`config.mk`:
```
export PLATFORM = sky130hd
export DESIGN_NAME = game_flow_ctrl_flat
export DESIGN_NICKNAME = d
export VERILOG_FILES = /design/src/rtl/game_flow_if.sv /design/src/rtl/game_flow_ctrl.sv /design/src/flat_wrapper.sv
export SDC_FILE = /design/constraint.sdc
export NUM_CORES = 1
export LEC_CHECK = 0
export BUFFER_PORTS_ARGS = -buffer_cell sky130_fd_sc_hd__buf_2
export CORE_ASPECT_RATIO = 1.75
export CORE_UTILIZATION = 50
export DETAILED_ROUTE_END_ITERATION = 8
export PLACE_DENSITY = 0.77
export SLEW_MARGIN = 5
export SYNTH_ARGS = -nofsm -noshare
export SYNTH_HDL_FRONTEND = slang
export SYNTH_SLANG_ARGS = --single-unit
```
`constraint.sdc`:
```
create_clock -name sys_clk -period 4.85 [get_ports sys_clk]
set_input_delay 0.97 -clock sys_clk [delete_from_list [all_inputs] [get_ports sys_clk]]
set_output_delay 0.97 -clock sys_clk [all_outputs]
set_load 0.005 [all_outputs]
```
`src/rtl/game_flow_if.sv`:
```
// Bundles the pulse inputs, character position and registered status outputs of
// game_flow_ctrl. The sequencer takes the slave side and the stimulus side takes the master side.
interface game_flow_if #(
    parameter int unsigned PHY_WIDTH        = 16,
    parameter int unsigned SIGNED_PHY_WIDTH = PHY_WIDTH + 1
);
    logic                        start_pulse;
    logic                        pause_pulse;
    logic                        char_tick_in;
    logic                        sec_tick_in;
    logic [SIGNED_PHY_WIDTH-1:0] char_pos_y;
    logic [1:0]                  game_state;
    logic                        char_tick_out;
    logic                        char_init;
    logic [PHY_WIDTH-1:0]        game_time;
    logic [PHY_WIDTH-1:0]        best_y;
    logic                        win;

    modport master (
        output start_pulse, pause_pulse, char_tick_in, sec_tick_in, char_pos_y,
        input  game_state, char_tick_out, char_init, game_time, best_y, win
    );

    modport slave (
        input  start_pulse, pause_pulse, char_tick_in, sec_tick_in, char_pos_y,
        output game_state, char_tick_out, char_init, game_time, best_y, win
    );
endinterface

```
`src/rtl/game_flow_ctrl.sv`:
```
// Game sequencer: IDLE/PLAY/PAUSE/WIN state machine, gated physics tick, saturating run
// timer and best-height record. All outputs are registered.
module game_flow_ctrl #(
    parameter int unsigned PHY_WIDTH        = 16,
    parameter int unsigned SIGNED_PHY_WIDTH = PHY_WIDTH + 1,
    parameter int          GOAL_Y           = 3000
) (
    input  logic         sys_clk,
    input  logic         sys_rst,
    game_flow_if.slave   bus
);
    typedef enum logic [1:0] {
        StIdle  = 2'd0,
        StPlay  = 2'd1,
        StPause = 2'd2,
        StWin   = 2'd3
    } state_e;

    localparam logic signed [SIGNED_PHY_WIDTH-1:0] GoalY = SIGNED_PHY_WIDTH'(GOAL_Y);

    state_e                      state_q, state_d;
    logic [PHY_WIDTH-1:0]        game_time_q, game_time_d;
    logic [PHY_WIDTH-1:0]        best_y_q, best_y_d;
    logic                        char_tick_q, char_init_q, char_init_d, win_q;
    logic                        goal_hit, pos_neg;
    logic [SIGNED_PHY_WIDTH-1:0] best_ext;

    assign goal_hit = $signed(bus.char_pos_y) >= GoalY;
    assign pos_neg  = bus.char_pos_y[SIGNED_PHY_WIDTH-1];
    assign best_ext = SIGNED_PHY_WIDTH'(best_y_q);

    always_comb begin
        state_d     = state_q;
        game_time_d = game_time_q;
        best_y_d    = best_y_q;
        char_init_d = 1'b0;
        case (state_q)
            StIdle: begin
                if (bus.start_pulse) begin
                    state_d     = StPlay;
                    game_time_d = '0;
                    best_y_d    = '0;
                    char_init_d = 1'b1;
                end
            end
            StPlay: begin
                // Goal crossing beats a coincident pause.
                if (goal_hit) begin
                    state_d = StWin;
                end else if (bus.pause_pulse) begin
                    state_d = StPause;
                end
                if (bus.sec_tick_in && (game_time_q != '1)) begin
                    game_time_d = game_time_q + 1'b1;
                end
                if (!pos_neg && (bus.char_pos_y > best_ext)) begin
                    best_y_d = bus.char_pos_y[PHY_WIDTH-1:0];
                end
            end
            StPause: begin
                if (bus.pause_pulse) begin
                    state_d = StPlay;
                end
            end
            StWin: begin
                if (bus.start_pulse) begin
                    state_d = StIdle;
                end
            end
            default: state_d = StIdle;
        endcase
    end

    always_ff @(posedge sys_clk) begin
        if (sys_rst) begin
            state_q     <= StIdle;
            game_time_q <= '0;
            best_y_q    <= '0;
            char_tick_q <= 1'b0;
            char_init_q <= 1'b0;
            win_q       <= 1'b0;
        end else begin
            state_q     <= state_d;
            game_time_q <= game_time_d;
            best_y_q    <= best_y_d;
            // Gate on the state before this edge so a resume-edge tick is dropped.
            char_tick_q <= bus.char_tick_in && (state_q == StPlay);
            char_init_q <= char_init_d;
            win_q       <= (state_d == StWin);
        end
    end

    assign bus.game_state    = state_q;
    assign bus.char_tick_out = char_tick_q;
    assign bus.char_init     = char_init_q;
    assign bus.game_time     = game_time_q;
    assign bus.best_y        = best_y_q;
    assign bus.win           = win_q;
endmodule

```
`src/flat_wrapper.sv`:
```
// flat-port wrapper written by rule: the top's interface ports become plain ports
module game_flow_ctrl_flat 
#(
    parameter int unsigned PHY_WIDTH        = 16,
    parameter int unsigned SIGNED_PHY_WIDTH = PHY_WIDTH + 1,
    parameter int          GOAL_Y           = 3000
)
  (sys_clk, sys_rst, bus_start_pulse, bus_pause_pulse, bus_char_tick_in, bus_sec_tick_in, bus_char_pos_y, bus_game_state, bus_char_tick_out, bus_char_init, bus_game_time, bus_best_y, bus_win);
  game_flow_if #(.PHY_WIDTH(PHY_WIDTH), .SIGNED_PHY_WIDTH(SIGNED_PHY_WIDTH)) bus_i ();
  input  logic sys_clk;
  input  logic sys_rst;
  input wire logic [$bits(bus_i.start_pulse)-1:0] bus_start_pulse;
  input wire logic [$bits(bus_i.pause_pulse)-1:0] bus_pause_pulse;
  input wire logic [$bits(bus_i.char_tick_in)-1:0] bus_char_tick_in;
  input wire logic [$bits(bus_i.sec_tick_in)-1:0] bus_sec_tick_in;
  input wire logic [$bits(bus_i.char_pos_y)-1:0] bus_char_pos_y;
  output wire logic [$bits(bus_i.game_state)-1:0] bus_game_state;
  output wire logic [$bits(bus_i.char_tick_out)-1:0] bus_char_tick_out;
  output wire logic [$bits(bus_i.char_init)-1:0] bus_char_init;
  output wire logic [$bits(bus_i.game_time)-1:0] bus_game_time;
  output wire logic [$bits(bus_i.best_y)-1:0] bus_best_y;
  output wire logic [$bits(bus_i.win)-1:0] bus_win;
  assign bus_i.start_pulse = bus_start_pulse;
  assign bus_i.pause_pulse = bus_pause_pulse;
  assign bus_i.char_tick_in = bus_char_tick_in;
  assign bus_i.sec_tick_in = bus_sec_tick_in;
  assign bus_i.char_pos_y = bus_char_pos_y;
  assign bus_game_state = bus_i.game_state;
  assign bus_char_tick_out = bus_i.char_tick_out;
  assign bus_char_init = bus_i.char_init;
  assign bus_game_time = bus_i.game_time;
  assign bus_best_y = bus_i.best_y;
  assign bus_win = bus_i.win;
  game_flow_ctrl #(.PHY_WIDTH(PHY_WIDTH), .SIGNED_PHY_WIDTH(SIGNED_PHY_WIDTH), .GOAL_Y(GOAL_Y)) u_core (.sys_clk(sys_clk), .sys_rst(sys_rst), .bus(bus_i));
endmodule
```
==> flow_metrics.env, run 1 <==
export IMPL_viasPerCell=5.683
export IMPL_dp_hpwl_um=3716
export IMPL_cts_tree="built"
export IMPL_grt_pass1_wl_um=7817
export IMPL_diodes=0
export IMPL_portBuffers=59
export IMPL_async_reset_ff_frac=0
export IMPL_nFillCells=376
export IMPL_cts_sinks=37
export IMPL_relSlewSlack=0.2916
export IMPL_post_place_ws_ns=1.642
export IMPL_yosys_warnings=0
export IMPL_post_route_period_util=0.6116
export IMPL_yosysUniqueCellTypes=48
export IMPL_drc_errors=0
export IMPL_firstDrtPassIters=4
export IMPL_grt_setup_unrepaired="false"
export IMPL_synth_edff_count=0
export IMPL_multiInputGateArea_sq_mm=0.001175
export IMPL_cts_root_buf="clkbuf_8"
export IMPL_max_freq_mhz=337.1
export IMPL_skew_ns=0.002573
export IMPL_synthFlopType="dfxtp_1"
export IMPL_synthToLayoutAreaGrowth_pct=17.97
export IMPL_chipHeight_um=87.21
export IMPL_wl_per_cell_um=14.28
export IMPL_synthesis_nets=267
export IMPL_max_cap_violations=0
export IMPL_fin_nets=325
export IMPL_antenna_left=0
export IMPL_cp_arrival_ns=3.19
export IMPL_start_util=0.5263
export IMPL_drt_iter0_markers=29
export IMPL_core_sq_mm=0.003941
export IMPL_min_period_ns=2.966
export IMPL_grt_pass1_vias=1836
export IMPL_rows=30
export IMPL_tightestPinTransition_ns=1.061
export IMPL_hold_viol=0
export IMPL_maxSlewViolCount=0
export IMPL_grt_max_degree=17
export IMPL_end_kind="register"
export IMPL_worst_slack_ns=1.884
export IMPL_cp_start_kind="input pin"
export IMPL_ys_seq_elements=37
export IMPL_leakagePower_nw=1.037
export IMPL_clk_path_buf_depth=2
export IMPL_final_common_cell="buf_2"
export IMPL_drive_gt1_frac=0.2727
export IMPL_post_cts_buffers=0
export IMPL_path_clk_slew_ns=0.07
export IMPL_min_path_cells=2
export IMPL_ys_seq_area_frac=0.3571
export IMPL_syn_avg_cell_area_sq_um=9.139
export IMPL_mostFrequentLayoutCells="buf_2, dfxtp_1, inv_1, nor2_1, ha_1"
export IMPL_regArea_sq_um=740.7
export IMPL_worstRegToRegCells=7
export IMPL_synth_cells=227
export IMPL_syn_cell_area_sq_mm=0.002074
export IMPL_antenna_found_initial=0
export IMPL_cp_max_fo=15
export IMPL_cts_buffers=5
export IMPL_setup_viol=0
export IMPL_ir_drop_v=0.0002046
export IMPL_tns_ns=0
export IMPL_post_cts_resized=0
export IMPL_gp_congestion=0.8129
export IMPL_dieArea_sq_mm=0.004421
export IMPL_grtUsageTotal=0.2350
export IMPL_vias=1898
export IMPL_gr_total_overflow=0
export IMPL_htreeDepth=2
export IMPL_power_density_mw_per_mm2=261.9
export IMPL_hold_class="register to register"
export IMPL_holdBufCountCts=0
export IMPL_crit_type="input pin to register"
export IMPL_status="completed"
export IMPL_clk_latency_ns=0.28
export IMPL_wl_um=4771
export IMPL_cp_data_required_time_ns=5.08
export IMPL_die_x_um=50.69
export IMPL_ios=60
==> layer usage <==
layer	up-vias	share of wire	track usage
met4	0	0.019	0.1111
met5	-	0	0
li1	936	-	-
met3	8	0.043	0.04712
met1	905	0.41	0.2425
met2	49	0.53	0.4388
==> layout make-up <==
type,instances,share of cell area
clock buffer,6,0.02965
clock inverter,2,0.004090
inverter,25,0.03834
multi-input combinational,157,0.4801
sequential,37,0.3027
tap,48,0.02454
timing repair buffer,59,0.1207
==> state kept, by name (all words and copies together), names as in the netlist <==
name / count
u_core.bus.win: 1
u_core.bus.game_state: 2
u_core.bus.best_y: 16
u_core.bus.char_tick_out: 1
u_core.bus.char_init: 1
u_core.bus.game_time: 16
==> report_power, final <==
group,switching [W],leakage [nW],internal (W),total (W)
clock,0.000108,0.0450,0.0000996,0.000208
combinational,0.0000605,0.692,0.0000469,0.000107
sequential,0.0000118,0.300,0.000314,0.000326
total,0.000181,1.04,0.000460,0.000641
==> through the flow <==
step,std cells,total power [W],area (sq um),hold slack (ns),utilization
4_1_cts,334,0.0006451,2447,0.4930,0.6210
6_report,334,0.0006411,2447,0.4955,0.6210
5_1_grt,334,0.0006735,2447,0.5156,0.6210
3_3_place_gp,326,0.0004371,2365,0.4700,0.6000
3_5_place_dp,326,0.0004399,2365,0.4803,0.6000
2_1_floorplan,227,0.0004090,2074,0.4704,-
==> synth_stat cells (2+ instances only) <==
cell,count,area (sq um)
dfxtp_1,37,740.7
inv_1,25,93.84
nor2_1,25,93.84
ha_1,17,212.7
a22o_1,15,131.4
xnor2_1,11,96.34
a21oi_1,8,40.04
nand2_1,8,30.03
nand3_1,8,40.04
nand4_1,7,43.79
nor3_1,6,30.03
nor4_1,5,31.28
buf_6,4,45.04
a211oi_1,3,22.52
a31oi_1,3,18.77
and4_1,3,26.28
nor3b_1,3,22.52
o21ai_0,3,15.01
a2111o_1,2,22.52
a211oi_2,2,25.02
a21o_1,2,15.01
clkbuf_1,2,7.510
o21ai_1,2,10.01
xor2_1,2,17.52
==> critical path, stage by stage <==
cell and delay, ns:
buf_2 0.11, ha_1 0.29, nand4_1 0.17, nor2_1 0.07, a311o_1 0.40, a211oi_2 0.89
a22o_1 0.29
==> logic make-up (layout without fill, tap and decap cells) <==
logic type,Yosys count,count (layout),synth area share
compound gates,50,50,0.2015
xor+xnor,13,13,0.05489
fa+ha+maj,17,17,0.1025
buf+inv,33,92,0.07660
flops,37,37,0.3571
mux,2,2,0.01025
simple gates,75,75,0.1972
==> worst paths after layout <==
| kind | start | endpoint | slack (ns) |
|---|---|---|---|
| setup / recovery | bus_char_pos_y[6] | u_core.bus.best_y[10]$_SDFFE_PP0P_ | 1.88 |
| hold / removal | u_core.bus.best_y[0]$_SDFFE_PP0P_ | u_core.bus.best_y[0]$_SDFFE_PP0P_ | 0.50 |
| setup reg to reg | u_core.bus.best_y[8]$_SDFFE_PP0P_ | u_core.bus.best_y[10]$_SDFFE_PP0P_ | 2.26 |
| hold reg to reg | u_core.bus.best_y[0]$_SDFFE_PP0P_ | u_core.bus.best_y[0]$_SDFFE_PP0P_ | 0.50 |
No activity file was read; power rests on OpenSTA's default activity.
==> inputs of run 2 (changes only) <==
- clock period: 4.85 -> 2.9 ns (I/O delays scaled with it)
==> run 2 against run 1 <==
Net effect:
- first-iteration DRC count shrank 6.9%
- design area grew 0.77%
- final cell count is the same
- clock power grew 93%
- register-to-register slack lost 1.9 ns
==> flow_metrics.env, run 2 (synthesis results as in run 1) <==
export IMPL_chipHeight_um=87.21
export IMPL_rows=30
export IMPL_grt_pass1_wl_um=7983
export IMPL_antenna_left=0
export IMPL_cts_tree="built"
export IMPL_relSlewSlack=0.3178
export IMPL_vias=1876
export IMPL_start_util=0.5263
export IMPL_post_cts_buffers=0
export IMPL_diodes=0
export IMPL_holdBufCountCts=0
export IMPL_grt_max_degree=17
export IMPL_grtUsageTotal=0.2356
export IMPL_clk_path_buf_depth=2
export IMPL_dieArea_sq_mm=0.004421
export IMPL_skew_ns=0.008611
export IMPL_min_period_ns=2.583
export IMPL_cts_sinks=37
export IMPL_cts_root_buf="clkbuf_8"
export IMPL_cts_buffers=5
export IMPL_ios=60
export IMPL_cp_arrival_ns=2.81
export IMPL_gp_congestion=0.7994
export IMPL_hold_class="register to register"
export IMPL_htreeDepth=2
export IMPL_wl_per_cell_um=14.38
export IMPL_end_kind="register"
export IMPL_postLayoutCoreUtil=0.6257
export IMPL_power_density_mw_per_mm2=456.4
export IMPL_core_sq_mm=0.003941
export IMPL_mostFrequentLayoutCells="buf_2, dfxtp_1, inv_1, nor2_1, ha_1"
export IMPL_post_route_period_util=0.8908
export IMPL_synthToLayoutAreaGrowth_pct=18.88
export IMPL_drive_gt1_frac=0.2762
export IMPL_finalInstanceArea_sq_mm=0.002466
export IMPL_wl_um=4803
export IMPL_gr_total_overflow=0
export IMPL_grt_setup_unrepaired="false"
export IMPL_post_cts_resized=0
export IMPL_placed_cell_area_sq_mm=0.002365
export IMPL_crit_type="register to register"
export IMPL_dp_hpwl_um=3653
export IMPL_leakagePower_nw=1.046
export IMPL_die_x_um=50.69
export IMPL_ir_drop_v=0.0003623
export IMPL_cp_data_required_time_ns=3.13
export IMPL_max_freq_mhz=387.1
export IMPL_max_cap_violations=0
export IMPL_viasPerCell=5.617
export IMPL_clk_latency_ns=0.29
export IMPL_drc_errors=0
export IMPL_fin_nets=325
export IMPL_final_common_cell="buf_2"
export IMPL_hold_viol=0
export IMPL_firstDrtPassIters=4
export IMPL_path_clk_slew_ns=0.07
export IMPL_grt_pass1_vias=1838
export IMPL_status="completed"
export IMPL_tightestPinTransition_ns=1.021
export IMPL_cp_max_fo=15
export IMPL_worst_slack_ns=0.3168
export IMPL_antenna_found_initial=0
export IMPL_setup_viol=0
export IMPL_tns_ns=0
export IMPL_portBuffers=59
export IMPL_post_place_ws_ns=0.1019
export IMPL_maxSlewViolCount=0
export IMPL_cp_start_kind="register"
export IMPL_drt_iter0_markers=27
run 2: worst paths after layout:
path	startpoint	end	slack, ns	depth (start not counted)
worst max-delay path	u_core.bus.best_y[7]$_SDFFE_PP0P_	u_core.bus.best_y[5]$_SDFFE_PP0P_	0.32	8
worst min-delay path	u_core.bus.best_y[0]$_SDFFE_PP0P_	u_core.bus.best_y[0]$_SDFFE_PP0P_	0.50	2
worst max register to register	u_core.bus.best_y[7]$_SDFFE_PP0P_	u_core.bus.best_y[5]$_SDFFE_PP0P_	0.32	8
worst min register to register	u_core.bus.best_y[0]$_SDFFE_PP0P_	u_core.bus.best_y[0]$_SDFFE_PP0P_	0.50	2
run 2: layout make-up:
type	count	area [sq um]
fill	369	1475
multi-input combinational	157	1175
sequential	37	740.7
timing repair buffer	59	295.3
clock buffer	7	96.34
inverter	25	93.84
tap	48	60.06
clock inverter	1	5.005
run 2: where the power goes:
group / leakage, nW / switching (W) / internal (W) / total, W
Combinational: 0.692 / 0.000102 / 0.0000785 / 0.000181
Clock: 0.0542 / 0.000186 / 0.000215 / 0.000401
Sequential: 0.300 / 0.0000193 / 0.000525 / 0.000544
Total: 1.05 / 0.000307 / 0.000818 / 0.00113
run 2: through the flow:
| stage | instances | total power, W | hold slack, ns |
|---|---|---|---|
| final | 334 | 0.001126 | 0.4959 |
| after global routing | 334 | 0.001181 | 0.5118 |
| after CTS | 334 | 0.001134 | 0.4957 |
| after detailed placement | 326 | 0.0007352 | 0.4844 |
| after global placement | 326 | 0.0007309 | 0.4741 |
| after floorplan | 227 | 0.0006841 | 0.4704 |
run 2: layer usage:
layer | vias to the layer above | wire length, um | global-route usage
met2 | 52 | 2593 | 0.4327
met5 | - | 0 | 0
li1 | 936 | - | -
met1 | 882 | 1946 | 0.2591
met3 | 6 | 199 | 0.04188
met4 | 0 | 64 | 0.09596
run 2: worst max-delay path, stage by stage (launching register included):
cell and delay (ns):
dfxtp_1 0.36, inv_1 0.06, ha_1 0.28, nand4_1 0.16, nor3_2 0.21, a2111o_1 0.19
nand2_1 0.11, a211oi_2 0.88, a22o_1 0.28
